### src/rtl/porta_pkg.sv
// Shared encodings for the automatic door controller: state codes and
// active-low 7-segment patterns (bit order gfedcba).
package porta_pkg;

  localparam logic [2:0] ST_FECHADO  = 3'd0;
  localparam logic [2:0] ST_ABRINDO  = 3'd1;
  localparam logic [2:0] ST_ABERTO   = 3'd2;
  localparam logic [2:0] ST_FECHANDO = 3'd3;
  localparam logic [2:0] ST_ERRO     = 3'd4;

  localparam logic [6:0] HEX_F = 7'b0001110;
  localparam logic [6:0] HEX_O = 7'b1000000;
  localparam logic [6:0] HEX_A = 7'b0001000;
  localparam logic [6:0] HEX_E = 7'b0000110;

endpackage

### src/rtl/porta_contador.sv
// Loadable up/down counter with enable and zero flag, used for both the
// hold and the travel timers of the door controller.
module porta_contador #(
  parameter int CNT_W = 16
) (
  input  logic             clock,
  input  logic             reset,
  input  logic             load,
  input  logic             enable,
  input  logic             up,
  input  logic [CNT_W-1:0] load_value,
  output logic [CNT_W-1:0] count,
  output logic             zero
);

  always_ff @(posedge clock or posedge reset) begin
    if (reset) begin
      count <= '0;
    end else if (load) begin
      count <= load_value;
    end else if (enable) begin
      count <= up ? count + CNT_W'(1) : count - CNT_W'(1);
    end
  end

  assign zero = (count == '0);

endmodule

### src/rtl/porta_automatica.sv
// Automatic door controller: Moore FSM with hold and travel timers.
// Optional obstruction handling is enabled by defining PORTA_OBSTACULO_EN.
//
// state    | meaning
// FECHADO  | door closed, waiting for an unlocked open request
// ABRINDO  | motor opening, travel timer running
// ABERTO   | door open, hold timer counting down
// FECHANDO | motor closing, travel timer running
// ERRO     | fault, left only through reset
module porta_automatica
  import porta_pkg::*;
#(
  parameter int HOLD_CYCLES   = 50,
  parameter int TRAVEL_CYCLES = 200,
  parameter int CNT_W         = 16
) (
  input  logic       clock,
  input  logic       reset,
  input  logic       pedido,
  input  logic       trava,
  input  logic       sensor_aberto,
  input  logic       sensor_fechado,
  input  logic       obstaculo,
  output logic       motor_abrir,
  output logic       motor_fechar,
  output logic       ledVerde,
  output logic       ledVermelho,
  output logic [6:0] HEX,
  output logic [2:0] estado
);

  if (HOLD_CYCLES < 0 || TRAVEL_CYCLES < 0 ||
      longint'(HOLD_CYCLES) > (longint'(1) << CNT_W) - 1 ||
      longint'(TRAVEL_CYCLES) > (longint'(1) << CNT_W) - 1) begin : g_bad_params
    $error("porta_automatica: HOLD_CYCLES/TRAVEL_CYCLES do not fit in CNT_W bits");
  end

  localparam logic [CNT_W-1:0] HOLD_LOAD   = CNT_W'(HOLD_CYCLES);
  localparam logic [CNT_W-1:0] TRAVEL_LAST =
    (TRAVEL_CYCLES > 0) ? CNT_W'(TRAVEL_CYCLES - 1) : '0;

  logic [2:0]       state, state_next;
  logic [CNT_W-1:0] hold_cnt, travel_cnt;
  logic             hold_zero, travel_zero_unused;
  logic             hold_load, hold_dec, travel_clear, travel_inc;
  logic             sensors_bad, timeout, hold_done, obst;

`ifdef PORTA_OBSTACULO_EN
  assign obst = obstaculo;
`else
  logic obstaculo_unused;
  assign obstaculo_unused = obstaculo;
  assign obst = 1'b0;
`endif

  assign sensors_bad = sensor_aberto && sensor_fechado;
  assign timeout     = (travel_cnt == TRAVEL_LAST);
  // Exit on the edge that would bring the hold count to zero, so the door
  // leaves ABERTO exactly HOLD_CYCLES edges after the last load.
  assign hold_done   = hold_zero || (hold_cnt == CNT_W'(1));

  always_comb begin
    state_next = state;
    hold_load  = 1'b0;
    hold_dec   = 1'b0;
    case (state)
      ST_FECHADO: begin
        if (pedido && !trava) state_next = ST_ABRINDO;
      end
      ST_ABRINDO: begin
        if (sensors_bad) begin
          state_next = ST_ERRO;
        end else if (sensor_aberto) begin
          state_next = ST_ABERTO;
          hold_load  = 1'b1;
        end else if (timeout) begin
          state_next = ST_ERRO;
        end
      end
      ST_ABERTO: begin
        if (pedido)          hold_load  = 1'b1;
        else if (obst)       hold_load  = 1'b0;
        else if (hold_done)  state_next = ST_FECHANDO;
        else                 hold_dec   = 1'b1;
      end
      ST_FECHANDO: begin
        if (sensors_bad)         state_next = ST_ERRO;
        else if (obst)           state_next = ST_ABRINDO;
        else if (sensor_fechado) state_next = ST_FECHADO;
        else if (pedido)         state_next = ST_ABRINDO;
        else if (timeout)        state_next = ST_ERRO;
      end
      ST_ERRO: state_next = ST_ERRO;
      default: state_next = ST_ERRO;
    endcase
  end

  // Any entry into a moving state, including a reversal, restarts travel.
  assign travel_clear = (state_next == ST_ABRINDO || state_next == ST_FECHANDO) &&
                        (state_next != state);
  assign travel_inc   = (state == ST_ABRINDO || state == ST_FECHANDO) &&
                        (state_next == state);

  always_ff @(posedge clock or posedge reset) begin
    if (reset) state <= ST_FECHADO;
    else       state <= state_next;
  end

  porta_contador #(.CNT_W(CNT_W)) u_hold (
    .clock      (clock),
    .reset      (reset),
    .load       (hold_load),
    .enable     (hold_dec),
    .up         (1'b0),
    .load_value (HOLD_LOAD),
    .count      (hold_cnt),
    .zero       (hold_zero)
  );

  porta_contador #(.CNT_W(CNT_W)) u_travel (
    .clock      (clock),
    .reset      (reset),
    .load       (travel_clear),
    .enable     (travel_inc),
    .up         (1'b1),
    .load_value ('0),
    .count      (travel_cnt),
    .zero       (travel_zero_unused)
  );

  always_comb begin
    motor_abrir  = 1'b0;
    motor_fechar = 1'b0;
    ledVerde     = 1'b0;
    ledVermelho  = 1'b0;
    HEX          = HEX_E;
    case (state)
      ST_FECHADO: begin
        ledVermelho = 1'b1;
        HEX         = HEX_F;
      end
      ST_ABRINDO: begin
        motor_abrir = 1'b1;
        HEX         = HEX_O;
      end
      ST_ABERTO: begin
        ledVerde = 1'b1;
        HEX      = HEX_A;
      end
      ST_FECHANDO: begin
        motor_fechar = 1'b1;
        HEX          = HEX_O;
      end
      default: begin
        ledVermelho = 1'b1;
        HEX         = HEX_E;
      end
    endcase
  end

  assign estado = state;

endmodule

### config.mk
export PLATFORM = sky130hd
export DESIGN_NAME = porta_automatica
export DESIGN_NICKNAME = d
export VERILOG_FILES = /design/src/rtl/porta_pkg.sv /design/src/rtl/porta_contador.sv /design/src/rtl/porta_automatica.sv
export SDC_FILE = /design/constraint.sdc
export NUM_CORES = 1
export LEC_CHECK = 0
export ABC_AREA = 1
export CORE_UTILIZATION = 57
export CTS_CLUSTER_SIZE = 40
export DETAILED_ROUTE_END_ITERATION = 10
export PLACE_DENSITY = 0.9
export SLEW_MARGIN = 15
export SYNTH_ARGS = -nofsm -noshare
export SYNTH_HDL_FRONTEND = slang
export SYNTH_SLANG_ARGS = --single-unit
### constraint.sdc
create_clock -name clock -period 2.4 [get_ports clock]
set_input_delay 0.72 -clock clock [delete_from_list [all_inputs] [get_ports clock]]
set_output_delay 0.72 -clock clock [all_outputs]
set_load 0.01 [all_outputs]
==> results of run 1 <==
==> metrics by stage <==
stage                     hold slack (ns)  area, sq um
final                              0.4918         2640
after global routing               0.5281         2640
after CTS                          0.4880         2633
after floorplan                    0.4495         2290
after global placement             0.4648         2497
after detailed placement           0.4724         2497
==> cells by family (layout without fill, tap and decap cells) <==
kind of cell,count (synthesis),after routing,share of synthesized area [%]
AOI/OAI and AO/OA,16,16,3.948
xor gates and xnor gates,21,21,8.059
adders and majority gates,3,3,1.645
buffers and inverters,56,79,10.47
DFF,35,35,38.38
other,1,3,0.1643
and+or+nand+nor,192,192,37.34
==> flip-flops by register name (all words and copies together), names as in the netlist <==
| signal | cells |
|---|---|
| u_travel.count | 16 |
| u_hold.count | 16 |
| estado | 3 |
==> tightest hold or removal path: cells and delay by family, from the launching register on <==
family | cells | cell delay, ns
and+or+nand+nor | 2 | 0.11
DFF | 1 | 0.34
==> metal layers <==
| metal | track usage, % | share of wire, % |
|---|---|---|
| met1 | 31.96 | 45 |
| met2 | 48.20 | 50 |
| met3 | 4.688 | 3.0 |
| met4 | 11.96 | 2.3 |
| met5 | 0 | 0 |
==> area by class of cell <==
cell class | count | area, sq um | share of cell area, %
Clock buffer | 6 | 82.58 | 3.128
Timing Repair Buffer | 25 | 235.2 | 8.910
Inverter | 46 | 173.9 | 6.588
Tap cell | 48 | 60.06 | 2.275
Clock inverter | 2 | 35.03 | 1.327
Sequential cell | 35 | 878.3 | 33.27
Multi-Input combinational cell | 235 | 1175 | 44.50
==> what timing repair did <==
| action | in CTS | in global routing |
|---|---|---|
| hold buffers | 0 | 0 |
| buffers inserted | 2 | 0 |
| endpoints found under the hold margin | 0 | 0 |
| gates resized for setup | 2 | 4 |
| endpoints found under the setup margin | 4 | 5 |
==> how the worst max path moves through the flow <==
stage	end	slack (ns)	cells after the start	start
3_5_place_dp	u_travel.count[12]$_DFFE_PP0P_	0.04	8	pedido
4_1_cts	HEX[1]	0.005	4	estado[1]$_DFF_PP0_
2_1_floorplan	HEX[2]	0.57	5	estado[2]$_DFF_PP0_
5_1_grt	ledVermelho	0.02	4	estado[1]$_DFF_PP0_
3_3_place_gp	u_travel.count[8]$_DFFE_PP0P_	0.14	10	sensor_fechado
6_report	HEX[6]	0.08	3	estado[2]$_DFF_PP0_
==> cell usage in the layout (no fill, tap or decap) <==
cell,count
a21oi_1,3
a21oi_2,1
and3_1,1
buf_4,9
bufinv_16,1
clkbuf_8,6
clkdlybuf4s50_1,13
clkinv_1,1
clkinv_2,2
conb_1,3
dfrtp_1,33
dfrtp_2,2
dlymetal6s2s_1,3
ha_1,3
inv_1,37
inv_2,7
nand2_1,77
nand2_2,1
nand3_1,24
nand3_2,1
nand3b_1,1
nand4_1,25
nor2_1,50
nor2_2,3
nor3_1,8
nor3_2,1
o2111ai_1,1
o21ai_0,4
o21ai_1,6
o21bai_1,1
xnor2_1,5
xor2_1,16
==> power groups by stage <==
| stage | registers, mW | clock network, mW | logic, mW |
|---|---|---|---|
| after global routing | 0.607 | 0.591 | 0.0700 |
| after global placement | 0.618 | 0 | 0.0588 |
| final | 0.607 | 0.558 | 0.0602 |
| after detailed placement | 0.618 | 0 | 0.0605 |
| after floorplan | 0.616 | 0 | 0.0439 |
| after CTS | 0.607 | 0.567 | 0.0608 |
==> results.py, run 1 <==
metrics = {
    "critical_path": {
        "r2r_start": "u_hold.count[0]$_DFFE_PP0P_",
        "crit_chain": "buf_4 -> nor2_1 -> clkdlybuf4s50_1",
        "cp.arrival_ns": 1.60,
        "slowest_delay_ns": 0.58,
        "crit_type": "reg2out",
        "start_kind": "flip-flop",
        "cp_top_family": "buffers and inverters",
        "worstRegToRegCells": 10,
        "crit_slowest_cell": "clkdlybuf4s50_1",
        "cp.required_ns": 1.68,
        "worstSetupEndpointType": "output port",
        "worst-path-buf-inv": 2,
        "r2r-end": "u_hold.count[7]$_DFFE_PP0P_",
        "critPathMaxFanout": 4,
        "rrSetupSlack_ns": 0.46,
    },
    "grt": {
        "grt_pass1_wl_mm": 8.894,
        "grt_max_degree": 36,
        "antenna_found_initial": 0,
        "overflow": 0,
        "grt_usage_pct": 27.22,
        "grt_pass1_vias": 2070,
    },
    "placed_design": {
        "dpl_worst_slack_ns": 0.04107,
        "io_buffers": 16,
        "dp_cells": 387,
        "place.gp.congestion": 0.8949,
        "hpwl_mm": 3.736,
    },
    "cells_and_area": {
        "finalNonFillerCells": 397,
        "fillers": 298,
        "drive_gt1_share_pct": 9.742,
        "nets": 358,
        "diodes": 0,
        "utilization_pct": 70.52,
        "syn_to_final_growth_pct": 15.68,
    },
    "synth": {
        "synth_area_leader_cell": "dfrtp_1",
        "async_reset_ff_share_pct": 100.0,
        "synth_common_cells": "nand2_1, nor2_1, inv_1",
        "yosys.area.top_type_share_pct": 38.38,
        "ys_seq_elements": 35,
        "yosysSeqAreaShare_pct": 38.38,
        "netlist_instances": 324,
        "yosysMostFrequentCell": "nand2_1",
        "ys_warn_count": 0,
        "synth_edf_count": 0,
        "syn_area_per_cell_sq_um": 7.044,
        "synth_area_sq_mm": 0.002282,
        "synth.distinct_cells": 30,
        "synthFlopType": "dfrtp_1",
        "netlist_top_cells_area": "dfrtp_1, nand2_1, nor2_1",
    },
    "min_path": {
        "min_path_type": "reg2reg",
        "hold_depth": 2,
        "min-delay-start": "u_travel.count[15]$_DFFE_PP0P_",
        "hold_path_end": "u_travel.count[15]$_DFFE_PP0P_",
    },
    "power": {
        "clkPwrFrac_pct": 45.5,
        "pwr-share-comb_pct": 4.9,
        "power_frac_seq_pct": 49.5,
        "internal-power_mw": 0.9556,
        "ir_worst_vdd_mv": 0.2871,
        "leakagePower_nw": 1.351,
        "swShare_pct": 21.98,
        "p_sw_mw": 0.2692,
        "p_per_area_mw_per_mm2": 463.9,
        "total_power_mw": 1.225,
    },
    "floorplan": {
        "die_h_microns": 65.28,
        "die_area_sq_mm": 0.004261,
        "start_util_pct": 60.96,
        "rows": 22,
        "die_w_microns": 65.28,
        "coreArea_sq_mm": 0.003744,
        "ioPinCount": 21,
    },
    "route": {
        "dr.pass1.iters": 4,
        "via_per_inst": 5.363,
        "wl_per_cell_microns": 13.07,
        "ant_nets": 0,
        "wl_mm": 5.189,
        "route.detailed.drc": 0,
        "drtIter0Drc": 156,
        "vias": 2129,
    },
    "cts": {
        "clock-sinks": 35,
        "cts_buffers": 5,
        "root_buffer": "clkbuf_8",
        "cts_tree": "yes",
        "cts_max_level": 2,
        "cts_buffer_depth": 2,
        "clkLatencyLatePin_ns": 0.29,
        "path_clk_slew_ns": 0.07,
    },
    "sta": {
        "finalSetupViolCount": 0,
        "fmax_ghz": 0.4303,
        "finalSetupTns_ns": 0,
        "skew_ns": 0.007762,
        "timing.final.ws_setup_ns": 0.07617,
        "finalMaxSlewViolations": 0,
        "finalHoldViolCount": 0,
        "fin_crit_sh_pct": 96.83,
        "rsz0062_at_grt": "no",
        "min_period_ns": 2.324,
    },
    "run_status": {
        "status": "complete, no violations",
    },
    "job": {
        "maxCapViolCount": 0,
    },
}
Note: power is estimated with default switching activity, not from simulation.
==> run 2, diff against run 1 <==
==> constraint.sdc (replaced) <==
create_clock -name clock -period 2.49 [get_ports clock]
set_input_delay 0.747 -clock clock [delete_from_list [all_inputs] [get_ports clock]]
set_output_delay 0.747 -clock clock [all_outputs]
set_load 0.01 [all_outputs]
==> results.py, run 2 (synthesis gave the netlist of run 1 again) <==
metrics = {
    "cts": {
        "path_clk_slew_ns": 0.07,
        "cts_max_level": 2,
        "root_buffer": "clkbuf_8",
        "clkLatencyLatePin_ns": 0.30,
        "clock-sinks": 35,
        "cts_buffers": 5,
        "cts_tree": "yes",
        "holdBufCountCts": 0,
        "cts_buffer_depth": 2,
    },
    "floorplan": {
        "start_util_pct": 60.96,
        "ioPinCount": 21,
        "die_h_microns": 65.28,
        "die_area_sq_mm": 0.004261,
        "die_w_microns": 65.28,
        "coreArea_sq_mm": 0.003744,
        "rows": 22,
    },
    "placed_design": {
        "dp_cells": 385,
        "io_buffers": 16,
        "hpwl_mm": 3.666,
        "dpl-instance-area_sq_mm": 0.002482,
        "place.gp.congestion": 0.9074,
    },
    "cells_and_area": {
        "nets": 357,
        "final_area_sq_mm": 0.002596,
        "diodes": 0,
        "finalNonFillerCells": 396,
        "syn_to_final_growth_pct": 13.76,
        "final_cell_mix": "nand2_1, nor2_1, inv_1",
        "drive_gt1_share_pct": 8.621,
        "layout_commonest_cell": "nand2_1",
        "fillers": 320,
    },
    "route": {
        "ant_nets": 0,
        "wl_per_cell_microns": 13.02,
        "via_per_inst": 5.295,
        "vias": 2097,
        "drtIter0Drc": 174,
        "wl_mm": 5.157,
        "dr.pass1.iters": 5,
        "route.detailed.drc": 0,
    },
    "sta": {
        "hold_slack_ns": 0.4961,
        "skew_ns": 0.007054,
        "fmax_ghz": 0.4084,
        "finalMaxSlewViolations": 0,
        "finalSetupViolCount": 0,
        "fin_crit_sh_pct": 98.33,
        "min_period_ns": 2.448,
        "finalHoldViolCount": 0,
    },
    "run_status": {
        "status": "complete, no violations",
    },
    "power": {
        "p_per_area_mw_per_mm2": 410.3,
        "leakagePower_nw": 1.311,
        "ir_worst_vdd_mv": 0.4187,
    },
    "critical_path": {
        "cp.arrival_ns": 1.70,
        "r2r-end": "u_hold.count[0]$_DFFE_PP0P_",
        "critPathMaxFanout": 5,
        "crit_top_cell": "inv_1",
        "r2r_start": "u_hold.count[0]$_DFFE_PP0P_",
        "crit_chain": "inv_1 -> nand3_1 -> inv_1 -> clkdlybuf4s50_1",
        "worstRegToRegCells": 10,
        "crit_type": "reg2out",
        "startpoint": "estado[0]$_DFF_PP0_",
        "cp.required_ns": 1.74,
        "worstSetupEndpointType": "output port",
        "crit_slowest_cell": "clkdlybuf4s50_1",
        "crit_end": "ledVerde",
        "slowest_delay_ns": 0.57,
        "start_kind": "flip-flop",
        "rrSetupSlack_ns": 0.41,
    },
    "grt": {
        "overflow": 0,
        "grt_pass1_vias": 1968,
        "antenna_found_initial": 0,
        "met2_usage_pct": 45.88,
        "grt_pass1_wl_mm": 8.418,
        "grt_usage_pct": 25.81,
        "grt_max_degree": 36,
        "gr-max-usage-layer": "met2",
        "use_met3_pct": 4.514,
        "use_met1_pct": 31.05,
    },
    "job": {
        "maxCapViolCount": 0,
    },
    "min_path": {
        "min_path_type": "reg2reg",
    },
}
run 2: worst min-delay path by stage:
stage / from / to / cells after the start
floorplan: u_travel.count[14]$_DFFE_PP0P_ / u_travel.count[14]$_DFFE_PP0P_ / 2
global placement: u_travel.count[15]$_DFFE_PP0P_ / u_travel.count[15]$_DFFE_PP0P_ / 2
detailed placement: u_travel.count[15]$_DFFE_PP0P_ / u_travel.count[15]$_DFFE_PP0P_ / 2
CTS: u_travel.count[15]$_DFFE_PP0P_ / u_travel.count[15]$_DFFE_PP0P_ / 2
global route: u_travel.count[14]$_DFFE_PP0P_ / u_travel.count[14]$_DFFE_PP0P_ / 2
finish: u_travel.count[15]$_DFFE_PP0P_ / u_travel.count[15]$_DFFE_PP0P_ / 2
run 2: repair_timing:
action	in CTS	in global routing
setup endpoints to repair	2	4
hold endpoints to repair	0	0
gates resized for setup	1	2
setup buffers	1	2
run 2: metal layers:
layer,part of all wire [%],wire length [microns]
met1,45,2325
met2,50,2562
met3,3.7,190
met4,1.5,78
met5,0,0
run 2: stage by stage:
| stage | power, mW | setup slack [ns] | setup TNS (ns) | util (%) |
|---|---|---|---|---|
| floorplan | 0.6360 | 0.6288 | 0 | - |
| global placement | 0.6518 | 0.1931 | 0 | 66.31 |
| detailed placement | 0.6556 | 0.1003 | 0 | 66.31 |
| CTS | 1.064 | 0.01983 | 0 | 68.82 |
| global route | 1.096 | -0.0006763 | -0.0006763 | 69.35 |
| finish | 1.065 | 0.04152 | 0 | 69.35 |
run 2: power by group:
part           switching, mW  internal, mW
clock                  0.225         0.196
combinational         0.0391        0.0199
sequential           0.00801         0.577
total                  0.273         0.793
run 2: layout make-up:
type                    instances  area, sq um  area share [%]
multi-input cells             235         1175           45.25
inverters                      46        173.9           6.699
repair buffers                 24        225.2           8.675
clock buffers                   6        72.57           2.795
clock inverters                 2        12.51          0.4819
flip-flops and latches         35        877.1           33.78
well taps                      48        60.06           2.313
run 2: worst max-delay path: cells and delay by family (launching register included):
| family | cells | cell delay (ns) |
|---|---|---|
| buffers and inverters | 3 | 0.86 |
| flip-flops | 1 | 0.43 |
| AND/OR/NAND/NOR | 1 | 0.11 |
==> variant, RTL diff (flow settings as in run 1) <==
Build with the macro `PORTA_OBSTACULO_EN` defined.
--- a/src/rtl/porta_automatica.sv
+++ b/src/rtl/porta_automatica.sv
@@ -7,6 +7,8 @@
 // ABERTO   | door open, hold timer counting down
 // FECHANDO | motor closing, travel timer running
 // ERRO     | fault, left only through reset
+`define PORTA_OBSTACULO_EN
+
 module porta_automatica
   import porta_pkg::*;
 #(
Behaviour: no difference found for any inputs over 10 cycles, from zero or initial values and one cycle with reset high; that may be too few to reach the edited logic, so the function may still have changed.
==> variant against run 1 <==
Cell area up 7.5%. Largest cell class unchanged. Routed wire length rose by 14%. Worst setup slack worse by 35 ps. Area after synthesis increased by 12%. Sequential cell count unchanged.
Power is not compared: it rests on default switching activity, and its combinational part moved more than twofold at a synthesized area within 25%.
==> variant: results <==
export IMPL_synthDistinctLibCells=36
export IMPL_first_global_vias=2170
export IMPL_detail_route_first_pass_iterations=5
export IMPL_hpwlAfterDp_um=4033
export IMPL_initial_drc_count=224
export IMPL_non_clock_inverter_count=44
export IMPL_clock_area_frac=0.03527
export IMPL_timing_clock_skew_ps=11.83
export IMPL_layout_nets=370
export IMPL_wire_length_of_the_first_global_routing_pass_um=9791
export IMPL_r2r_setup_slack_ps=500
export IMPL_hold_slack_ps=515.3
export IMPL_layout_nonclk_buf_frac=0.08025
export IMPL_dpl_cell_count=400
export IMPL_cp_max_fo=5
export IMPL_place_area_um2=2708
export IMPL_routed_wire_length_per_instance_um=14.40
export IMPL_status="finished, final reports clean"
export IMPL_gr_usage_total=0.2778
export IMPL_io_buffers=17
export IMPL_synth_area_top_cells="dfrtp_1 34%, nand2_1 10%, nor2_1 6.9%"
export IMPL_multiInputGateArea_um2=1401
export IMPL_pre_cts_slack_ps=-40.27
export IMPL_stdcell_count=411
export IMPL_multi_input_area_share=0.4938
export IMPL_clk_buffers=8
export IMPL_max_clock_freq_mhz=423.9
export IMPL_n_fill_cell=322
export IMPL_seq_area_frac_synth=0.3435
## variant: changes by cell type in the layout (fill, tap and decap cells not counted), sizes merged, moves of 2 or more
cell         delta
a21oi           +4
nand4           -3
xnor2           -3
dlygate4sd2     +2
clkbuf          +2
nor3            -5
clkinv          -3
o21ai           +4
o31ai           +2
a31oi           +2
buf             -2
nand3          +11
## variant: logic make-up (layout without fill, tap and decap cells)
logic type | Yosys count | count (layout) | synth area share
simple gates | 196 | 196 | 0.3876
buf+inv | 57 | 76 | 0.1099
flops | 35 | 35 | 0.3435
compound gates | 30 | 30 | 0.08096
xor+xnor | 18 | 18 | 0.06182
fa+ha+maj | 3 | 3 | 0.01472
other cells | 1 | 3 | 0.001471
## variant: layer usage
metal / vias up / wire length, um / track usage
li1: 1138 / - / -
met5: - / 0 / 0
met1: 1074 / 2585 / 0.3736
met3: 15 / 379 / 0.03947
met2: 90 / 2801 / 0.4490
met4: 0 / 153 / 0.1071
## variant: worst paths after layout
check	from	end	cells after the start
min in group asynchronous	reset	u_travel.count[0]$_DFFE_PP0P_	3
hold / removal	u_hold.count[2]$_DFFE_PP0P_	u_hold.count[2]$_DFFE_PP0P_	1
setup / recovery	estado[1]$_DFF_PP0_	ledVermelho	4
hold reg to reg	u_hold.count[2]$_DFFE_PP0P_	u_hold.count[2]$_DFFE_PP0P_	1
setup reg to reg	u_travel.count[0]$_DFFE_PP0P_	u_travel.count[14]$_DFFE_PP0P_	7
max in group asynchronous	reset	estado[2]$_DFF_PP0_	3
## variant: critical path: cells and delay by family (launching register included)
family	cells	cell delay (ps)
buffers and inverters	2	620
DFF	1	480
and+or+nand+nor	2	260
## variant: what timing repair did
action	4_1_cts	5_1_grt
resized for setup	4	3
hold endpoints to repair	0	0
buffers inserted	0	3
hold buffers	0	0
endpoints found under the setup margin	4	3
pin swaps	0	2
